File: config.mk
export PLATFORM = sky130hd
export DESIGN_NAME = mem_port_arbiter
export DESIGN_NICKNAME = d
export VERILOG_FILES = /design/src/rtl/mem_port_arbiter.sv
export SDC_FILE = /design/constraint.sdc
export NUM_CORES = 1
export LEC_CHECK = 0
export CAP_MARGIN = 20
export CORE_MARGIN = 2
export CORE_UTILIZATION = 39
export CTS_CLUSTER_DIAMETER = 60
export DETAILED_ROUTE_END_ITERATION = 8
export PLACE_DENSITY_LB_ADDON = 0.1
export REMOVE_ABC_BUFFERS = 1
export SLEW_MARGIN = 20
export SYNTH_ARGS = -nofsm -noshare
export SYNTH_HDL_FRONTEND = slang
export SYNTH_SLANG_ARGS = --single-unit
File: constraint.sdc
create_clock -name clk -period 4.9 [get_ports clk]
set_clock_uncertainty 0.1 [all_clocks]
set_input_delay 1.47 -clock clk [delete_from_list [all_inputs] [get_ports clk]]
set_output_delay 1.47 -clock clk [all_outputs]
set_load 0.05 [all_outputs]
File: src/rtl/mem_port_arbiter.sv
// Shares one fixed-latency memory between the core port (C) and the debug/loader port (D).
// Round-robin or fixed-priority grant; every access ends with a one-cycle ready pulse to its owner.
module mem_port_arbiter #(
  parameter int ADDR_W      = 32,
  parameter int DATA_W      = 32,
  parameter int MEM_LATENCY = 1,
  parameter int FIXED_PRIO  = 0
) (
  input  logic              clk,
  input  logic              reset,
  input  logic              c_req,
  input  logic              c_we,
  input  logic [ADDR_W-1:0] c_addr,
  input  logic [DATA_W-1:0] c_wdata,
  output logic              c_ready,
  input  logic              d_req,
  input  logic              d_we,
  input  logic [ADDR_W-1:0] d_addr,
  input  logic [DATA_W-1:0] d_wdata,
  output logic              d_ready,
  output logic [DATA_W-1:0] rdata,
  output logic              mem_en,
  output logic              mem_we,
  output logic [ADDR_W-1:0] mem_addr,
  output logic [DATA_W-1:0] mem_wdata,
  input  logic [DATA_W-1:0] mem_rdata,
  output logic              grant_d,
  output logic              busy
);

  if (MEM_LATENCY < 1 || MEM_LATENCY > 15) begin : g_bad_latency
    $error("mem_port_arbiter: MEM_LATENCY must be in 1..15");
  end

  localparam logic [3:0] LAT = 4'(MEM_LATENCY);

  typedef enum logic [1:0] {IDLE, ISSUE, WAIT, RESP} state_e;

  state_e              state_q, state_d;
  logic [3:0]          cnt_q, cnt_d;
  logic                last_grant_q, last_grant_d;
  logic                win_q, win_d;
  logic                we_q, we_d;
  logic [ADDR_W-1:0]   addr_q, addr_d;
  logic [DATA_W-1:0]   wdata_q, wdata_d;
  logic [DATA_W-1:0]   rdata_q, rdata_d;
  logic                pick_d;

  always_comb begin
    // NOTE: every _d gets its hold value first, so no path through the case can infer a latch.
    state_d      = state_q;
    cnt_d        = cnt_q;
    last_grant_d = last_grant_q;
    win_d        = win_q;
    we_d         = we_q;
    addr_d       = addr_q;
    wdata_d      = wdata_q;
    rdata_d      = rdata_q;
    pick_d       = 1'b0;

    case (state_q)
      IDLE: begin
        if (c_req || d_req) begin
          // D wins when alone, or on a round-robin tie when C was served last.
          pick_d       = d_req && (!c_req || (FIXED_PRIO == 0 && !last_grant_q));
          win_d        = pick_d;
          last_grant_d = pick_d;
          we_d         = pick_d ? d_we    : c_we;
          addr_d       = pick_d ? d_addr  : c_addr;
          wdata_d      = pick_d ? d_wdata : c_wdata;
          state_d      = ISSUE;
        end
      end
      ISSUE: begin
        if (we_q) begin
          state_d = RESP;
        end else begin
          cnt_d   = LAT;
          state_d = WAIT;
        end
      end
      WAIT: begin
        cnt_d = cnt_q - 4'd1;
        if (cnt_q == 4'd1) begin
          rdata_d = mem_rdata;
          state_d = RESP;
        end
      end
      RESP: begin
        state_d = IDLE;
      end
      default: begin
        state_d = IDLE;
      end
    endcase
  end

  // last_grant resets to D so that C wins the first tie.
  always_ff @(posedge clk or posedge reset) begin
    if (reset) begin
      state_q      <= IDLE;
      cnt_q        <= '0;
      last_grant_q <= 1'b1;
      win_q        <= 1'b0;
      we_q         <= 1'b0;
      addr_q       <= '0;
      wdata_q      <= '0;
      rdata_q      <= '0;
    end else begin
      state_q      <= state_d;
      cnt_q        <= cnt_d;
      last_grant_q <= last_grant_d;
      win_q        <= win_d;
      we_q         <= we_d;
      addr_q       <= addr_d;
      wdata_q      <= wdata_d;
      rdata_q      <= rdata_d;
    end
  end

  assign mem_en    = (state_q == ISSUE);
  assign mem_we    = we_q;
  assign mem_addr  = addr_q;
  assign mem_wdata = wdata_q;
  assign grant_d   = win_q;
  assign rdata     = rdata_q;
  assign busy      = (state_q != IDLE);
  assign c_ready   = (state_q == RESP) && !win_q;
  assign d_ready   = (state_q == RESP) &&  win_q;

endmodule

== Yosys cells after proc, flatten, opt, wreduce, memory -nomap -nowiden ==
Cells that the tools add are included.

* Bits in registers: 105
* Output and inout bits: 102
* Logic and storage cells: 40

* Add/sub/neg operators: 1
* Equal/unequal tests: 7
* Reductions and logical operators: 15
* Muxes and demuxes: 9

{| class="wikitable"
|+ Operator list
! kind !! number
|-
| $mux W32 || 2
|-
| $pmux W2 S4 || 1
|-
| $pmux W4 S2 || 1
|-
| $reduce_and A2 Y1 || 4
|-
| $ne A2 B2 Y1 const B || 3
|-
| $eq A2 B2 Y1 const B || 2
|-
| $eq A4 B1 Y1 const B || 1
|-
| $mux W2 || 2
|-
| $mux W4 || 1
|-
| $reduce_bool A2 Y1 || 2
|-
| $sub A4 B1 Y4 const B || 1
|-
| $logic_and A1 B1 Y1 || 3
|-
| $logic_not A1 Y1 || 3
|-
| $eq A2 B1 Y1 const B || 1
|-
| $logic_not A2 Y1 || 1
|-
| $logic_or A1 B1 Y1 || 2
|-
| $mux W1 || 2
|}

== Logic depth before layout (Yosys ltp) ==
* Depth after elaboration: 4
* Gate-level depth with buffers: 7

== Least setup slack after synthesis ==
OpenSTA, ideal clock, no wires.

* Path kind: register to output
* Start: register win_q (netlist: grant_d)
* End: output c_ready
* Cell stages (with the launch flop): 2
* Arrival: 1337 ps
* Buffers on the path: 0
* Setup slack: 1993 ps
* Required time: 3330 ps
* Cell sequence: dfrtp_1 nor2b_1

* Cells in the longest elaborated chain, start to end: 2

{| class="wikitable"
|+ RTL lines
! what !! RTL line !! RTL
|-
| start, declared || 42 || <nowiki>logic win_q, win_d;</nowiki>
|-
| start signal, assigned || 113 || <nowiki>win_q <= win_d;</nowiki>
|-
| $logic_not A1 Y1 || 128 || <nowiki>assign c_ready = (state_q == RESP) && !win_q;</nowiki>
|-
| $logic_and A1 B1 Y1 || 128 ||
|-
| end, declared || 15 || <nowiki>output logic c_ready,</nowiki>
|}

Every way passes these cells.

== Worst setup path in the final report ==
* Start: register state_q[1]
* End: output mem_en

* Cells in the longest elaborated chain, start to end: 1

{| class="wikitable"
|+ RTL lines
! what !! RTL line !! RTL
|-
| start, declared || 39 || <nowiki>state_e state_q, state_d;</nowiki>
|-
| start signal, assigned || 110 || <nowiki>state_q <= state_d;</nowiki>
|-
| $eq A2 B1 Y1 || 121 || <nowiki>assign mem_en = (state_q == ISSUE);</nowiki>
|-
| end, declared || 22 || <nowiki>output logic mem_en,</nowiki>
|}

Every way passes these cells.

==> impl_metrics.py <==
metrics = {
    "synthesis": {
        "ys.flop_type": "dfrtp_1",
        "synth_top_area_share_pct": 53.4,
        "synth_area_leaders": "dfrtp_1, mux2i_1, mux2_4",
        "synth_cells": 401,
        "netlist_area_sq_um": 4880,
        "synth_warnings": 0,
        "ys_seq_elements": 105,
        "async_flop_share_pct": 100,
        "yosys.area.top_type": "dfrtp_1",
        "synth_area_per_cell_sq_um": 12.2,
        "seq_area_frac_synth_pct": 53.9,
        "synth_cell_type_count": 35,
        "synth-edff-count": 0,
    },
    "critical_path": {
        "worstPathMaxFanout": 8,
        "critPathBufInv": 2,
        "worst_setup_path_start_kind": "register",
        "cp_slowest_cell": "clkdlybuf4s50_1",
        "crit_chain": "inv_1 > ha_1 > clkdlybuf4s50_1",
        "critPathMaxStageDelay_ns": 0.88,
        "cp.required_ns": 3.33,
        "cp-end-kind": "output port",
        "crit_arrival_ns": 2.04,
        "path_class": "reg -> out",
        "crit_family": "buffers and inverters",
    },
    "sta": {
        "slew_headroom_pct": 50.4,
        "whs_ns": 0.377,
        "worst_pin_slew_ns": 0.744,
        "setup_tns_ns": 0,
        "period_share_pct": 73.8,
        "rsz0062_at_grt": "no",
        "max_freq_mhz": 277,
        "hold_viol": 0,
        "setup_violations": 0,
        "post-route-min-period_ns": 3.61,
        "report.final.slew_viol_count": 0,
    },
    "place": {
        "hpwl_um": 10600,
        "gp_congestion": 0.739,
        "portBuffers": 267,
    },
    "clocking": {
        "post-cts-setup-buffers": 0,
        "cts_tree": "yes",
        "clk_pin_slew_ns": 0.06,
        "clockBufferDepth": 2,
        "htreeDepth": 3,
        "cts_buffers": 9,
        "numClockSinks": 105,
        "clk_latency_ns": 0.34,
        "cts_root_buf": "clkbuf_16",
        "cts_resized": 0,
        "cts_hold_buf": 0,
    },
    "power_and_ir_drop": {
        "pwr-share-seq_pct": 27.3,
        "power.density_nw_per_um2": 725,
        "pwr-share-clk_pct": 11.1,
        "power_mw": 5.70,
        "switching_share_pct": 48.5,
        "vdd_drop_max_mv": 0.371,
        "pwr-share-comb_pct": 61.7,
        "p_leak_nw": 3.42,
        "p_sw_mw": 2.76,
        "p_int_mw": 2.94,
    },
    "status": {
        "status": "complete, no violations",
    },
    "hold_path": {
        "hold_class": "reg -> reg",
    },
    "die": {
        "core_sq_um": 12100,
        "initial_utilization_pct": 40.3,
        "die_w_um": 116,
        "die_h_um": 116,
        "row_count": 40,
        "io_pins": 268,
        "dieArea_sq_um": 13400,
    },
    "routing": {
        "viasPerCell": 4.73,
        "via_count": 3932,
        "wl_per_cell_um": 16.4,
        "routed_wirelength_um": 13700,
        "initialDrtViolationCount": 144,
        "antenna_left": 0,
        "drc": 0,
        "dr.pass1.iters": 4,
    },
    "global_routing": {
        "gr-total-overflow": 0,
        "grt_usage_pct": 20.7,
        "grt_max_degree": 82,
        "grt_first_pass_wirelength_um": 21200,
        "first_global_vias": 4154,
        "antenna_found_initial": 0,
    },
    "layout": {
        "num-nets-final": 833,
        "layout-drive-gt1-share_pct": 8.45,
        "area_growth_syn_to_layout_pct": 61.4,
        "antenna_cells": 0,
        "final_cell_mix": "clkdlybuf4s50_1, dfrtp_1, mux2i_1, nand2_1, o21ai_0",
        "postLayoutCoreUtil_pct": 65.0,
        "mostFrequentLayoutCell": "clkdlybuf4s50_1",
    },
    "flow_run": {
        "maxCapViolCount": 0,
    },
}
## worst min-delay path, delay by kind of cell (launching register included)
kind             cells  cell delay [ns]
AND/OR/NAND/NOR      1             0.04
flip-flops           1             0.34
AO/OA/AOI/OAI        1             0.06
## Yosys cell counts (3+ instances only)
cell type,count
o21ai_1,7
buf_6,4
clkbuf_1,4
dfrtp_1,104
inv_1,8
ha_1,7
mux2_2,3
buf_12,3
o21ai_0,61
buf_2,3
mux2i_1,67
mux2_4,30
buf_4,8
nand2_1,67
## flip-flops by register name, indices dropped and copies added (netlist names)
signal / count
state_q: 2
last_grant_q: 1
cnt_q: 4
mem_wdata: 32
grant_d: 1
rdata: 32
mem_addr: 32
mem_we: 1
## routing by layer
layer	GRT usage, %	wire length (um)	up-vias	part of all wire (%)
met4	8.65	347	0	2.5
met3	7.06	1370	21	10
met2	36.4	6700	176	49
li1	-	-	1900	-
met1	23.0	5240	1835	38
met5	0	0	-	0
## power by group through the flow
| stage | sequential, mW | combinational, mW | clock [mW] |
|---|---|---|---|
| after floorplan | 2.94 | 0.988 | 0 |
| after global placement | 1.54 | 3.51 | 0 |
| after detailed placement | 1.57 | 3.55 | 0 |
| after CTS | 1.56 | 3.56 | 0.653 |
| after global routing | 1.61 | 3.71 | 0.688 |
| final | 1.55 | 3.52 | 0.633 |
## logic make-up (layout without fill, tap and decap cells)
| group | Yosys count | in the layout | share of synthesized area, % |
|---|---|---|---|
| muxes | 100 | 100 | 23.7 |
| DFF | 105 | 105 | 53.9 |
| and+or+nand+nor | 77 | 77 | 6.72 |
| AOI/OAI and AO/OA | 80 | 80 | 9.08 |
| buffers and inverters | 32 | 294 | 4.82 |
| adders and majority gates | 7 | 7 | 1.80 |
## area by class of cell
| class | instances | area (sq um) |
|---|---|---|
| clock buffers | 13 | 240 |
| clock inverters | 1 | 5.00 |
| fillers | 980 | 4240 |
| inverters | 8 | 32.5 |
| multi-input cells | 264 | 2030 |
| flip-flops and latches | 105 | 2630 |
| well taps | 168 | 210 |
| repair buffers | 272 | 2720 |
## through the flow
stage          instances  instance area (sq um)  worst slack (ns)
2_1_floorplan        377                   4670             -3.45
3_3_place_gp         817                   7630              1.49
3_5_place_dp         817                   7630              1.43
4_1_cts              831                   7870              1.26
5_1_grt              831                   7870              1.19
6_report             831                   7870              1.29
## final timing paths
check / startpoint / cells after the start / end / slack, ns
max: state_q[1] / 3 / mem_en / 1.29
min: mem_addr[27] / 2 / mem_addr[27] / 0.38
max reg2reg: state_q[0] / 5 / rdata[3] / 2.64
min reg2reg: mem_addr[27] / 2 / mem_addr[27] / 0.38
max in group asynchronous: reset / 3 / rdata[30] / 2.48
min in group asynchronous: reset / 2 / mem_addr[3] / 1.47
Power figures use the tool's default switching activity.
